--- src/rtl/mfp_7seg_pkg.sv ---
// Shared constants for the multiplexed seven-segment driver: active-high hex
// segment patterns {g,f,e,d,c,b,a} and PWM phase width.
package mfp_7seg_pkg;

  localparam int PWM_PHASE_W = 4;

  localparam logic [6:0] SEG_OFF = 7'h00;

  localparam logic [6:0] SEG_0 = 7'h3F;
  localparam logic [6:0] SEG_1 = 7'h06;
  localparam logic [6:0] SEG_2 = 7'h5B;
  localparam logic [6:0] SEG_3 = 7'h4F;
  localparam logic [6:0] SEG_4 = 7'h66;
  localparam logic [6:0] SEG_5 = 7'h6D;
  localparam logic [6:0] SEG_6 = 7'h7D;
  localparam logic [6:0] SEG_7 = 7'h07;
  localparam logic [6:0] SEG_8 = 7'h7F;
  localparam logic [6:0] SEG_9 = 7'h6F;
  localparam logic [6:0] SEG_A = 7'h77;
  localparam logic [6:0] SEG_B = 7'h7C;
  localparam logic [6:0] SEG_C = 7'h39;
  localparam logic [6:0] SEG_D = 7'h5E;
  localparam logic [6:0] SEG_E = 7'h79;
  localparam logic [6:0] SEG_F = 7'h71;

endpackage

--- src/rtl/mfp_7seg_hex_decoder.sv ---
// Combinational hex nibble -> active-high segment pattern; output polarity is
// applied by the parent.
module mfp_7seg_hex_decoder
  import mfp_7seg_pkg::*;
(
  input  logic [3:0] nibble,
  output logic [6:0] segs
);

  always_comb begin
    segs = SEG_OFF;
    case (nibble)
      4'h0: segs = SEG_0;
      4'h1: segs = SEG_1;
      4'h2: segs = SEG_2;
      4'h3: segs = SEG_3;
      4'h4: segs = SEG_4;
      4'h5: segs = SEG_5;
      4'h6: segs = SEG_6;
      4'h7: segs = SEG_7;
      4'h8: segs = SEG_8;
      4'h9: segs = SEG_9;
      4'hA: segs = SEG_A;
      4'hB: segs = SEG_B;
      4'hC: segs = SEG_C;
      4'hD: segs = SEG_D;
      4'hE: segs = SEG_E;
      4'hF: segs = SEG_F;
      default: segs = SEG_OFF;
    endcase
  end

endmodule

--- src/rtl/mfp_multi_digit_seven_segment_display.sv ---
// Time-multiplexed N-digit hex display driver with per-frame shadow latch,
// PWM brightness and dead time. MFP_7SEG_LEADING_ZERO_BLANK_EN adds leading-zero blanking.
module mfp_multi_digit_seven_segment_display
  import mfp_7seg_pkg::*;
#(
  parameter int DIGITS         = 8,
  parameter int SCAN_DIV_W     = 16,  // must be >= PWM_PHASE_W
  parameter bit SEG_ACTIVE_LOW = 1'b1,
  parameter bit AN_ACTIVE_LOW  = 1'b1
) (
  input  logic                  clk,
  input  logic                  rst,
  input  logic [4*DIGITS-1:0]   number,
  input  logic [DIGITS-1:0]     digit_en,
  input  logic [DIGITS-1:0]     dp,
  input  logic [3:0]            brightness,
  output logic [6:0]            seven_segments,
  output logic                  dot,
  output logic [DIGITS-1:0]     anodes,
  output logic                  frame_start
);

  localparam int IDX_W = (DIGITS > 1) ? $clog2(DIGITS) : 1;
  localparam logic [IDX_W-1:0]  IDX_LAST = IDX_W'(DIGITS - 1);
  localparam logic [6:0]        SEG_MASK = {7{SEG_ACTIVE_LOW}};
  localparam logic [DIGITS-1:0] AN_MASK  = {DIGITS{AN_ACTIVE_LOW}};

  logic [SCAN_DIV_W-1:0]    cnt;
  logic [IDX_W-1:0]         idx;
  logic                     first_frame;
  logic [DIGITS-1:0][3:0]   num_in;
  logic [DIGITS-1:0][3:0]   shadow_num;
  logic [DIGITS-1:0]        shadow_en;
  logic [DIGITS-1:0]        shadow_dp;
  logic [DIGITS-1:0]        shadow_blank;
  logic [DIGITS-1:0]        lz_mask;
  logic [DIGITS-1:0][6:0]   dec_segs;
  logic [PWM_PHASE_W-1:0]   phase;
  logic                     cnt_wrap;
  logic                     frame_wrap;
  logic                     latch;
  logic                     digit_on;
  logic [DIGITS-1:0]        sel_onehot;

  assign num_in = number;

`ifdef MFP_7SEG_LEADING_ZERO_BLANK_EN
  logic lz_stop;

  // Walk down from the top digit; suppression ends at the first digit that
  // carries information (nonzero value or a visible decimal point).
  always_comb begin
    lz_mask = '0;
    lz_stop = 1'b0;
    for (int i = DIGITS - 1; i > 0; i--) begin
      if (num_in[i] != 4'h0 || (digit_en[i] && dp[i])) lz_stop = 1'b1;
      else if (!lz_stop) lz_mask[i] = 1'b1;
    end
  end
`else
  assign lz_mask = '0;
`endif

  for (genvar i = 0; i < DIGITS; i++) begin : g_dec
    mfp_7seg_hex_decoder u_dec (
      .nibble (shadow_num[i]),
      .segs   (dec_segs[i])
    );
  end

  assign phase      = cnt[SCAN_DIV_W-1 -: PWM_PHASE_W];
  assign cnt_wrap   = &cnt;
  assign frame_wrap = cnt_wrap && (idx == IDX_LAST);
  assign latch      = first_frame || frame_wrap;
  assign sel_onehot = DIGITS'(1) << idx;

  // Phase 0 of every slot stays dark so the previous digit's segments cannot
  // ghost onto the next anode.
  assign digit_on = shadow_en[idx] && !shadow_blank[idx] &&
                    (phase != '0) && (phase <= brightness);

  always_ff @(posedge clk) begin
    if (rst) begin
      cnt            <= '0;
      idx            <= '0;
      first_frame    <= 1'b1;
      shadow_num     <= '0;
      shadow_en      <= '0;
      shadow_dp      <= '0;
      shadow_blank   <= '0;
      frame_start    <= 1'b0;
      seven_segments <= SEG_OFF ^ SEG_MASK;
      dot            <= SEG_ACTIVE_LOW;
      anodes         <= AN_MASK;
    end else begin
      cnt         <= cnt + SCAN_DIV_W'(1);
      first_frame <= 1'b0;
      frame_start <= latch;
      if (cnt_wrap) idx <= frame_wrap ? '0 : idx + IDX_W'(1);
      if (latch) begin
        shadow_num   <= num_in;
        shadow_en    <= digit_en;
        shadow_dp    <= dp;
        shadow_blank <= lz_mask;
      end
      seven_segments <= (digit_on ? dec_segs[idx] : SEG_OFF) ^ SEG_MASK;
      dot            <= (digit_on && shadow_dp[idx]) ^ SEG_ACTIVE_LOW;
      anodes         <= (digit_on ? sel_onehot : '0) ^ AN_MASK;
    end
  end

endmodule

--- config.mk ---
export PLATFORM = sky130hd
export DESIGN_NAME = mfp_multi_digit_seven_segment_display
export DESIGN_NICKNAME = d
export VERILOG_FILES = /design/src/rtl/mfp_7seg_pkg.sv /design/src/rtl/mfp_7seg_hex_decoder.sv /design/src/rtl/mfp_multi_digit_seven_segment_display.sv
export SDC_FILE = /design/constraint.sdc
export NUM_CORES = 1
export LEC_CHECK = 0
export BUFFER_PORTS_ARGS = -buffer_cell sky130_fd_sc_hd__buf_2
export CORE_MARGIN = 2
export CORE_UTILIZATION = 50
export DETAILED_ROUTE_END_ITERATION = 8
export PLACE_DENSITY_LB_ADDON = 0.05
export REMOVE_ABC_BUFFERS = 1
export SLEW_MARGIN = 20
export SYNTH_ARGS = -nofsm -noshare
export SYNTH_HDL_FRONTEND = slang
export SYNTH_SLANG_ARGS = --single-unit
--- constraint.sdc ---
create_clock -name clk -period 4.45 [get_ports clk]
set_clock_uncertainty 0.05 [all_clocks]
set_input_delay 0.6675 -clock clk [delete_from_list [all_inputs] [get_ports clk]]
set_output_delay 0.6675 -clock clk [all_outputs]
set_load 0.01 [all_outputs]
After elaboration in Yosys (flattened, before gate mapping) --
Memories as Yosys holds them, arrays and structs flattened. A register that Yosys moved wholly into a read port is not among the register bits. Index checks and enable logic that the tools add are counted.
Storage, ports and cells: bits in registers 85, bits in read-only memories 904, input port bits 54, output and inout bits 17, logic and storage cells 73, memories 9
Cells by class: add/sub/neg operators 2, $lt $le $gt $ge 2, equal/unequal tests 1, shift operators 1, multiplexer cells 29, bitwise gates (word level) 3, reductions and logical operators 9
Memories:
- (name not given) | depth 16, bits a word 7, rd ports 1, clocked after Yosys merged registers in 1, wr ports 0, RTL line mfp_7seg_hex_decoder.sv:12 | case (nibble)
- (name not given) | depth 16, bits a word 7, rd ports 1, clocked after Yosys merged registers in 1, wr ports 0, RTL line mfp_7seg_hex_decoder.sv:12
- (name not given) | depth 16, bits a word 7, rd ports 1, clocked after Yosys merged registers in 1, wr ports 0, RTL line mfp_7seg_hex_decoder.sv:12
- (name not given) | depth 16, bits a word 7, rd ports 1, clocked after Yosys merged registers in 1, wr ports 0, RTL line mfp_7seg_hex_decoder.sv:12
- (name not given) | depth 16, bits a word 7, rd ports 1, clocked after Yosys merged registers in 1, wr ports 0, RTL line mfp_7seg_hex_decoder.sv:12
- (name not given) | depth 16, bits a word 7, rd ports 1, clocked after Yosys merged registers in 1, wr ports 0, RTL line mfp_7seg_hex_decoder.sv:12
- +3 memories
Operators by type and width (count):
- 4-bit two-way mux | 16
- 7-bit binary-select mux with 3-bit select | 1
- 16-bit by 1-bit adder with 16-bit output (second input constant) | 1
- 16-bit AND reduction | 1
- 7-bit two-way mux | 2
- 3-bit two-way mux | 3
- 8-bit two-way mux | 1
- 8-bit NOT | 1
- 1-bit by 3-bit left shift with 8-bit output (first input constant) | 1
- 7-bit NOT | 1
- 1-bit binary-select mux with 3-bit select | 2
- 1-bit logical AND | 5
- 4-bit <= comparator | 1
- 3-bit by 4-bit less-than comparator with 1-bit output (second input constant) | 1
- 1-bit two-way mux | 4
- 4-bit nonzero test | 1
- 3-bit by 1-bit adder with 3-bit output (second input constant) | 1
- 3-bit equality test (second input constant) | 1
- 1-bit logical NOT | 1
- 1-bit logical OR | 1
- 1-bit NOT | 1

Depth between registers and ports, before layout --
word-level depth 8, gate-level depth with buffers 17, depth with buffers taken out 13

Cells and area by module --
Synthesis repeated with hierarchy kept, for this count alone.
Second synthesis, totals: cells, all modules 678, area total of the unflattened synthesis 6028.3 um2
Modules (own cells, without submodules):
- mfp_multi_digit_seven_segment_display | instances 1, cells each 414, area each 3724.8 um2
- mfp_7seg_hex_decoder (g_dec[0].u_dec ...) | instances 6, cells each 33, area each 287.8 um2
- mfp_7seg_hex_decoder (g_dec[1].u_dec) | instances 1, cells each 33, area each 290.3 um2
- mfp_7seg_hex_decoder (g_dec[2].u_dec) | instances 1, cells each 33, area each 286.5 um2

Least setup slack after synthesis --
Ideal clock, no wire load.
path kind flip-flop to flip-flop, start register idx[0], end register, netlist name g_dec[5].u_dec.segs[5], arrival time 3.046 ns, path slack 1.274 ns, cell stages (with the launch flop) 17, clock period less this slack 3.176 ns, cell sequence dfxtp_1 > ha_1 > ha_1 > nand4_1 > o41a_1 > buf_6 > buf_4 > buf_2 > clkbuf_1 > nand2_1 > a21o_1 > inv_1 > ha_1 > inv_1 > a21oi_1 > a211o_1 > a22oi_1
Between the ends: word-level cells in the longest chain between the ends 5
Ends and longest elaborated chain:
- start: declaration | RTL line mfp_multi_digit_seven_segment_display.sv:29 | logic [IDX_W-1:0] idx;
- start signal: assignment | RTL line mfp_multi_digit_seven_segment_display.sv:99 | if (cnt_wrap) idx <= frame_wrap ? '0 : idx + IDX_W'(1);
- 3-bit equality test | RTL line mfp_multi_digit_seven_segment_display.sv:73 | assign frame_wrap = cnt_wrap && (idx == IDX_LAST);
- 1-bit logical AND | RTL line mfp_multi_digit_seven_segment_display.sv:73
- 1-bit logical OR | RTL line mfp_multi_digit_seven_segment_display.sv:74 | assign latch = first_frame || frame_wrap;
- 4-bit two-way mux (no line) (2 in series)
No other way between the ends. A chain may end at the register's enable or synchronous reset.

Final worst setup path --
start register idx[2], end register, netlist name g_dec[1].u_dec.segs[3]
Between the ends: word-level cells in the longest chain between the ends 5
Ends and longest elaborated chain (RTL line):
- 3-bit equality test | mfp_multi_digit_seven_segment_display.sv:73
- 1-bit logical AND | mfp_multi_digit_seven_segment_display.sv:73
- 1-bit logical OR | mfp_multi_digit_seven_segment_display.sv:74
- 4-bit two-way mux (no line) (2 in series)
No other way between the ends.

==> run_results.csv <==
group,metric,value,unit
critical_path,end_kind,"register",
grt,grtUsageTotal,0.224,
cts,cts_sinks,141,
grt,antenna_found_initial,0,
critical_path,path_cells,"ha_1 -> nand4_1 -> o41ai_2 -> buf_4 -> nand2_1 -> a21oi_1 -> inv_1 -> ha_1 -> nor2b_1 -> o21bai_1 -> mux2i_1 -> o21ai_0 -> a21o_1",
power,combPwrFrac,0.122,
placement,dpl.cell_count,1127,
power,fin_total_pwr,3.36,mW
synthesis,synth_warnings,0,
power,power.density,365,nW/um^2
layout,finalNonFillerCells,1157,
placement,port_buffers,70,
timing,tightest_slew,0.992,ns
floorplan,num_io_pins,71,
critical_path,critPathLaunchType,"register",
layout,final_area,9200,sq um
cts,cts.repair.resized,0,
timing,hold_viol_final,0,
power,switching_power,0.802,mW
synthesis,synth_flop_cell,"dfxtp_1",
critical_path,critPathMostFrequentCell,"ha_1",
floorplan,die_x,131,um
worst_hold_path,hold_path_class,"reg2reg",
timing,fin_crit,3.52,ns
floorplan,start_util,0.508,
layout,fillers,1401,
timing,relSlewSlack,0.338,
synthesis,avgSynthCellArea,9.19,sq um
critical_path,slowest_stage,"dfxtp_1",
synthesis,synth_cells,872,
cts,clock-root-buffer,"clkbuf_16",
power,clockPowerShare,0.467,
critical_path,slowest_delay,0.58,ns
synthesis,async_reset_ff_frac,0,
layout,layout-drive-gt1-share,0.172,
cts,clock_latency,0.42,ns
placement,gp_congestion,0.831,
drt,drc,0,
timing,setup_viol,0,
cts,postCtsSetupRepairBufs,0,
synthesis,yosysTopAreaCell,"dfxtp_1",
placement,post_dp_cell_area,8550,sq um
critical_path,cp_data_required_time,4.72,ns
layout,layout.nets,1051,
timing,maxSlewViolCount,0,
floorplan,die-area,17100,sq um
timing,fmax,0.284,GHz
power,irDropWorstVdd,275,uV
power,leakage,3.91,nW
grt,grt_pass1_vias,6058,
synthesis,synth.area.top_cells,"dfxtp_1 35%, ha_1 10%, mux4_2 5.1%, nand2_1 4.8%, mux2i_1 4.2%",
cts,hold_buffers,0,
critical_path,crit_fanout,24,
drt,dr.pass1.iters,8,
drt,wl_per_cell,16.0,um
job,maxCapViolCount,0,
power,p_sw_frac,0.239,
synthesis,synth_top_area_share,0.352,
synthesis,synth-seq-area-share,0.352,
cts,clock_path_buffers,2,
synthesis,synthDistinctLibCells,53,
floorplan,fp.dieH,131,um
status,status,"complete, no violations",
layout,antennaDiodeCount,0,
synthesis,synth_seq_cells,141,
drt,ant_nets,0,
grt,grt-ovfl-total,0,
timing,rsz0062_at_grt,"false",
layout,post-route-util,0.584,
power,pwr-share-seq,0.412,
placement,pre_cts_ws,1.04,ns
cts,cts_tree,"done",
drt,routed_wl,18500,um
critical_path,worstSetupPathType,"reg2reg",
synthesis,syn_area,8020,sq um
floorplan,rows,46,
drt,vias_per_cell,5.52,
cts,numCtsBuffers,17,
timing,period_share,0.791,
drt,vias,6384,
layout,area_growth,14.8,%
synthesis,synth_edf_count,0,
power,internal_power,2.56,mW
timing,worst_slack,0.930,ns
drt,first_iter_violations,426,
cts,htree_levels,4,
grt,grt_pass1_wl,29900,um
cts,clk_pin_slew,0.06,ns
grt,grt_max_degree,107,
floorplan,core_area,15800,sq um
placement,dp_hpwl,13400,um
critical_path,arrival,3.79,ns
==> through the flow <==
| stage | hold slack (ns) | setup TNS (ns) |
|---|---|---|
| floorplan | 0.352 | -321.53 |
| global placement | 0.365 | 0 |
| detailed placement | 0.374 | 0 |
| CTS | 0.387 | 0 |
| global route | 0.427 | 0 |
| finish | 0.385 | 0 |
==> placed cells by master (no fill, tap or decap), types with 7 or more instances in the layout <==
cell type and instances:
a21o_1 13, buf_2 69, nor4b_1 24, mux4_2 18, a211oi_1 17, inv_1 73
nand2_1 102, nor3_1 12, nor3b_1 18, a22oi_1 17, o22a_1 9, a211o_1 7
mux2i_1 34, nand3_1 33, ha_1 67, mux2_2 10, nor2_1 42, xor2_1 7
nand4_1 12, clkbuf_16 17, a21oi_1 58, buf_4 12, nand2b_1 32, dfxtp_1 141
nor2b_1 13
==> worst paths after layout <==
check | start | end | slack [ns] | cells after the start
max | idx[2]$_SDFFE_PP0P_ | g_dec[1].u_dec.segs[3]$_DFF_P_ | 0.93 | 13
min | cnt[0]$_SDFF_PP0_ | cnt[0]$_SDFF_PP0_ | 0.38 | 1
max reg2reg | idx[2]$_SDFFE_PP0P_ | g_dec[1].u_dec.segs[3]$_DFF_P_ | 0.93 | 13
min reg2reg | cnt[0]$_SDFF_PP0_ | cnt[0]$_SDFF_PP0_ | 0.38 | 1
==> worst max-delay path, delay by kind of cell (launching register included) <==
kind	cells	cell delay [ns]
buffers and inverters	2	0.48
muxes	1	0.22
DFF	1	0.58
adders and majority gates	2	0.60
and+or+nand+nor	3	0.42
AOI/OAI and AO/OA	5	1.05
==> synthesized netlist by cell type, types with 17 or more instances <==
cell	number
nor3b_1	18
a211oi_1	17
clkbuf_1	20
nor2_1	42
nand2b_1	32
a22oi_1	17
nand2_1	102
inv_1	73
mux4_2	18
nor4b_1	24
a21oi_1	58
ha_1	67
dfxtp_1	141
mux2i_1	34
nand3_1	33
==> cell families after synthesis <==
family | synth area share
DFF | 0.352
adders and majority gates | 0.105
muxes | 0.132
and+or+nand+nor | 0.200
xor gates and xnor gates | 0.0142
buffers and inverters | 0.0626
AOI/OAI and AO/OA | 0.134
==> sequential cells by signal, indices dropped and copies added (netlist names) <==
signal and count:
idx 3, first_frame 1, cnt 16, frame_start 1, shadow_en 8, g_dec.u_dec.segs 56, shadow_num 32, shadow_dp 8
anodes 8, dot 1, seven_segments 7
==> power by group through the flow <==
| stage | Sequential, mW | Clock [mW] | Combinational, mW |
|---|---|---|---|
| floorplan | 1.39 | 0 | 0.276 |
| global placement | 1.41 | 0 | 0.394 |
| detailed placement | 1.41 | 0 | 0.404 |
| CTS | 1.38 | 1.59 | 0.406 |
| global route | 1.39 | 1.63 | 0.454 |
| finish | 1.38 | 1.57 | 0.408 |
==> area by class of cell <==
type	count	area [sq um]	area share
tap	216	270	0.0294
multi-input combinational	613	4700	0.511
timing repair buffer	83	475	0.0517
sequential	141	2820	0.307
clock buffer	20	467	0.0507
inverter	74	278	0.0302
clock inverter	10	186	0.0203
==> layer usage <==
| layer | vias to the layer above | global-route usage | wire length (um) |
|---|---|---|---|
| li1 | 3186 | - | - |
| met4 | 0 | 0.0839 | 269 |
| met1 | 3022 | 0.301 | 8780 |
| met3 | 21 | 0.0354 | 743 |
| met5 | - | 0 | 0 |
| met2 | 155 | 0.364 | 8720 |
No activity file was read; power rests on OpenSTA's default activity.
